--- src/rtl/tone_detect.sv ---
// tone_detect: measures tone half-period in clk cycles, confirms it on two matching samples, snapshots it on tempo ticks.
// Updates land 3 clk after an input transition; no backpressure. Define TONE_DETECT_TOL_EN to accept +/-1 clk jitter.
module tone_detect #(
  parameter int CNT_W = 17
) (
  input  logic             clk,
  input  logic             rst_n,
  input  logic             tone_in,
  input  logic             tempo,
  output logic [CNT_W-1:0] div_out,
  output logic             locked,
  output logic [CNT_W-1:0] step_div,
  output logic             step_valid,
  output logic [8:0]       step_count
);

  localparam logic [CNT_W-1:0] CNT_MAX = {CNT_W{1'b1}};
  localparam logic [CNT_W-1:0] CNT_ONE = {{(CNT_W-1){1'b0}}, 1'b1};

  logic             r_tone_s1, r_tone_s2, r_tone_d;
  logic             r_tempo_s1, r_tempo_s2, r_tempo_d;
  logic [CNT_W-1:0] r_cnt;
  logic [CNT_W-1:0] r_prev;
  logic [CNT_W-1:0] r_div;
  logic             r_locked;
  logic [CNT_W-1:0] r_step_div;
  logic             r_step_valid;
  logic [8:0]       r_step_count;

  logic w_tone_edge;
  logic w_tempo_rise;
  logic w_cnt_sat;
  logic w_cnt_pre_sat;
  logic w_sample_ok;
  logic w_match;

  always_ff @(posedge clk or negedge rst_n) begin
    if (!rst_n) begin
      r_tone_s1  <= 1'b0;
      r_tone_s2  <= 1'b0;
      r_tone_d   <= 1'b0;
      r_tempo_s1 <= 1'b0;
      r_tempo_s2 <= 1'b0;
      r_tempo_d  <= 1'b0;
    end else begin
      r_tone_s1  <= tone_in;
      r_tone_s2  <= r_tone_s1;
      r_tone_d   <= r_tone_s2;
      r_tempo_s1 <= tempo;
      r_tempo_s2 <= r_tempo_s1;
      r_tempo_d  <= r_tempo_s2;
    end
  end

  assign w_tone_edge   = r_tone_s2 ^ r_tone_d;
  assign w_tempo_rise  = r_tempo_s2 & ~r_tempo_d;
  assign w_cnt_sat     = (r_cnt == CNT_MAX);
  assign w_cnt_pre_sat = (r_cnt == CNT_MAX - CNT_ONE);
  // A half-period of 1 clk is a glitch: it only restarts the counter.
  assign w_sample_ok   = (r_cnt > CNT_ONE);

`ifdef TONE_DETECT_TOL_EN
  logic [CNT_W-1:0] w_diff;
  assign w_diff  = (r_cnt >= r_prev) ? (r_cnt - r_prev) : (r_prev - r_cnt);
  assign w_match = (r_prev != '0) && (w_diff <= CNT_ONE);
`else
  assign w_match = (r_cnt == r_prev);
`endif

  always_ff @(posedge clk or negedge rst_n) begin
    if (!rst_n) begin
      r_cnt    <= '0;
      r_prev   <= '0;
      r_div    <= '0;
      r_locked <= 1'b0;
    end else if (w_tone_edge) begin
      r_cnt <= CNT_ONE;
      if (w_cnt_sat) begin
        r_prev <= '0;
      end else if (w_sample_ok) begin
        r_prev <= r_cnt;
        if (w_match) begin
          r_div    <= r_cnt;
          r_locked <= 1'b1;
        end else begin
          r_locked <= 1'b0;
        end
      end
    end else if (!w_cnt_sat) begin
      r_cnt <= r_cnt + CNT_ONE;
      // Silence: the counter is about to pin, so report a rest.
      if (w_cnt_pre_sat) begin
        r_div    <= '0;
        r_locked <= 1'b0;
        r_prev   <= '0;
      end
    end
  end

  // r_div is read before this clock's tone update, so a coincident edge sees the old value.
  always_ff @(posedge clk or negedge rst_n) begin
    if (!rst_n) begin
      r_step_div   <= '0;
      r_step_valid <= 1'b0;
      r_step_count <= '0;
    end else begin
      r_step_valid <= w_tempo_rise;
      if (w_tempo_rise) begin
        r_step_div   <= r_div;
        r_step_count <= r_step_count + 9'd1;
      end
    end
  end

  assign div_out    = r_div;
  assign locked     = r_locked;
  assign step_div   = r_step_div;
  assign step_valid = r_step_valid;
  assign step_count = r_step_count;

endmodule
--- config.mk ---
export PLATFORM = sky130hd
export DESIGN_NAME = tone_detect
export DESIGN_NICKNAME = d
export VERILOG_FILES = /design/src/rtl/tone_detect.sv
export SDC_FILE = /design/constraint.sdc
export NUM_CORES = 1
export LEC_CHECK = 0
export CAP_MARGIN = 20
export CORE_ASPECT_RATIO = 1.1
export CORE_UTILIZATION = 53
export CTS_CLUSTER_DIAMETER = 150
export DETAILED_ROUTE_END_ITERATION = 8
export MAX_ROUTING_LAYER = met4
export PLACE_DENSITY = 0.76
export SETUP_SLACK_MARGIN = 0.15
export SLEW_MARGIN = 20
export SYNTH_ARGS = -nofsm -noshare
export SYNTH_HDL_FRONTEND = slang
export SYNTH_SLANG_ARGS = --single-unit
--- constraint.sdc ---
create_clock -name clk -period 3.4 [get_ports clk]
set_input_delay 0.68 -clock clk [delete_from_list [all_inputs] [get_ports clk]]
set_output_delay 0.68 -clock clk [all_outputs]
set_load 0.005 [all_outputs]
==> results by stage <==
Floorplanning:
- For this configuration, the core starts out at a cell density of 0.546.
- After floorplanning, the core was sized to cover between 7000 and 8000 um^2.
- The vertical die dimension is around 94 um.
- The floorplan step defined a die boundary enclosing roughly 8000 um^2.
- The number of placement rows is 33.
- For this design the top-level I/O count stands at 49.
- The floorplan step set the die width to ~86 um.

Power:
- Power comes to about 2.6 mW.
- The leakage power total is between 2 and 2.5 nW.
- Power spread over the standard cell area amounts to roughly 530 nW/um^2.
- The worst supply voltage drop on vdd is around 0.00027 V.

Hold path:
- In this run the worst hold path is classified as register to register.

Synthesis:
- The average cell area after synthesis is between 9 and 10 um^2.
- Yosys printed 0 warnings.
- Counting instances in the post-synthesis netlist gives the leading cell types as sky130_fd_sc_hd__nand2_1, sky130_fd_sc_hd__dfrtp_1, sky130_fd_sc_hd__xnor2_1.
- The share of the Yosys chip area taken by registers is 0.521.
- The number of different library cells in the post-synthesis netlist is 40.
- The top-area cell type share of the netlist area is 0.521.
- Ranked by total cell area, the synthesized netlist is headed by sky130_fd_sc_hd__dfrtp_1, sky130_fd_sc_hd__nand2_1, sky130_fd_sc_hd__xnor2_1, sky130_fd_sc_hd__xor2_1, sky130_fd_sc_hd__o221ai_2.
- For this run, asynchronously set or reset flops after synthesis account for 1.00.
- sky130_fd_sc_hd__dfrtp_1 takes more of the synthesized area than any other cell.
- The register bit count reported by yosys is 85.
- In this run, synthesis inferred 0 flip-flops with an integrated enable.
- The summed instance area of the synthesized netlist is slightly above 4000 um^2.
- The cell count after synthesis came out at 422.
- The number of nets produced by synthesis is around 430.
- Among all flip-flop cells after synthesis, the most frequent one is sky130_fd_sc_hd__dfrtp_1.
- Among all cell types in the netlist, the one instantiated most often is sky130_fd_sc_hd__nand2_1.

Global route:
- The number of antenna violations at the first check in global routing is 0.
- The global-route total usage across every layer is 0.259.
- The global-route congestion overflow total is 0.
- The number of global-route vias before repair is ~3,100.
- Entering global routing, the biggest net connects 86 pins.
- The first-pass GRT wire length is ~15 mm.

Timing:
- The final-layout setup total negative slack is 0 ns.
- The clock tree skew after final layout is between 0.008 and 0.009 ns.
- The number of setup violations in the final report is 0.
- The final critical path time including I/O delays and setup is about 3 ns.
- In this run the tightest slew margin relative to its limit is 0.455.
- The fraction of the cycle the final worst path needs is 0.887.
- Across all hold checks on the routed design, the worst slack comes to ~0.36 ns.
- Setup repair after global routing left no endpoint under its margin.
- The number of max-slew violations in the final report is 0.
- The actual transition at the worst max-transition pin is 0.818 ns.
- The achievable clock frequency is roughly 330 MHz.
- The final number of hold-violating endpoints is 0.

Final layout:
- Across the whole layout, storage elements account for 2130 um^2.
- The design area is slightly below 5000 um^2.
- At the end of the flow, the number of nets in the layout was 480.
- The share of post-route cells with drive strength above 1 is 0.0884.
- The number of diodes added for antenna fixing is 0.
- The number of inserted filler cells in the final layout is 600.
- The multi-input logic area is 1770 um^2.
- Relative to the synthesized area, the layout overhead comes to 19.3%.

Place:
- The placed instance area is 4670 um^2.
- The wire-length estimate of the detail-placed layout is 6.52 mm.
- The congestion estimate from routability-driven global placement came to about 0.91.
- The number of buffers inserted by port buffering is 48.

Outcome:
- The flow ran to the end, and the final reports show no timing, DRC or antenna violations.

Route:
- The number of DRC violations after detailed routing is 0.
- The count of routing violations after the opening detailed-route iteration is 243.
- After detailed routing, the average wire length per cell comes to between 15 and 20 um.
- The first TritonRoute pass finished after 5 iterations.
- The routed via count divided by cell count is ~5.7.
- The remaining antenna violation count after routing is 0.
- For this block, the via count after detailed routing is around 3,300.
- The routed design has between 9 and 10 mm of wire.

CTS:
- The TritonCTS clock tree is done.
- The post-CTS repair timing setup buffer count is 0.
- The clock passes through at most 2 buffers.
- In this run the number of H-tree levels came out at 3.
- The number of gates resized after CTS is 0.
- The clock sink count is 85.
- TritonCTS created 9 clock buffers.
- In this run, post-CTS hold repair placed 0 buffers.
- After clock tree synthesis, the clock-pin slew on the worst setup and hold paths is 0.09 ns.
- The cell sitting at the root of the clock tree is a sky130_fd_sc_hd__clkbuf_8.
- The clock latency on the worst-skew pair is around 0.35 ns.

Flow run:
- The number of maximum-capacitance violations is 0.

Critical path:
- The kind of cell adding the most delay to the critical path is simple AND/OR/NAND/NOR gates.
- The data arrival time of the worst path is 3.29 ns.
- The worst path required time is about 3.7 ns.
- The buffers plus inverters on the worst setup path is 0.
- The critical path in this run is classified as register to register.
- The worst setup path is launched from a register.
- Among all stages on the critical path, the largest delay is contributed by sky130_fd_sc_hd__or4b_2.
- The largest driver fanout on the critical path is 13.
- Traced cell by cell, the critical path runs through nand4_1, nor3_1, and4_1, ha_1, and3b_1, or4b_2, or3_1, a21oi_1.
- STA classifies the critical path endpoint as a register.
- For this run, the slowest stage of the critical path takes about 0.68 ns.
-- cells by family (layout without fill, tap and decap cells) --
group                      Yosys count  count (layout)  synth area share
and+or+nand+nor                    183             183             0.197
AOI/OAI and AO/OA                   65              65             0.129
muxes                                1               1           0.00245
xor gates and xnor gates            39              39            0.0855
buffers and inverters               43              96            0.0472
adders and majority gates            6               6            0.0184
DFF                                 85              85             0.521
-- metal layers --
metal / vias up / routed length [um] / track usage
li1: 1538 / - / -
met1: 1599 / 3990 / 0.344
met2: 123 / 4430 / 0.393
met3: 24 / 578 / 0.0457
met4: 0 / 218 / 0.114
met5: - / 0 / -
-- cell type report --
type	count	share of cell area
Multi-Input combinational cell	294	0.364
Timing Repair Buffer	59	0.116
Tap cell	105	0.0270
Inverter	21	0.0162
Clock inverter	6	0.0144
Clock buffer	10	0.0262
Sequential cell	85	0.437
-- path summary, 6_finish.rpt --
check	startpoint	endpoint	slack (ns)	cells past startpoint
min reg2reg	r_tempo_s1	r_tempo_s2	0.36	0
max	r_cnt[2]	r_cnt[13]	0.39	8
max reg2reg	r_cnt[2]	r_cnt[13]	0.39	8
max in group asynchronous	rst_n	r_tone_d	2.53	1
min	r_tempo_s1	r_tempo_s2	0.36	0
min in group asynchronous	rst_n	step_count[6]	0.37	1
-- state kept, by name, indices dropped and copies added, names as in the netlist --
signal / cells
div_out: 17
locked: 1
r_cnt: 17
r_prev: 17
r_tempo_d: 1
r_tempo_s1: 1
r_tempo_s2: 1
r_tone_d: 1
r_tone_s1: 1
r_tone_s2: 1
step_count: 9
step_div: 17
step_valid: 1
-- per-stage QoR --
step,setup WS [ns],cells,utilization
after floorplan,0.827,422,-
after global placement,0.535,564,0.625
after detailed placement,0.434,564,0.625
after CTS,0.414,580,0.651
after global routing,0.150,580,0.652
final,0.385,580,0.652
-- layout by cell type (no fill, tap or decap), drive strengths merged, types with 2 or more instances in the layout --
master	count
a21oi	7
a22o	2
a22oi	15
buf	12
clkbuf	10
clkdlybuf4s50	47
clkinvlp	3
dfrtp	85
ha	6
inv	23
nand2	117
nand2b	2
nand3	8
nand4	9
nor2	20
nor3	7
nor4	13
o21ai	20
o221ai	17
xnor2	22
xor2	17
-- power by group --
group | internal [mW] | total (mW) | leakage [nW] | switching, mW
sequential | 1.12 | 1.25 | 1.13 | 0.125
clock | 0.345 | 0.722 | 0.0895 | 0.377
combinational | 0.288 | 0.619 | 0.919 | 0.331
No activity file was read; power rests on OpenSTA's default activity.
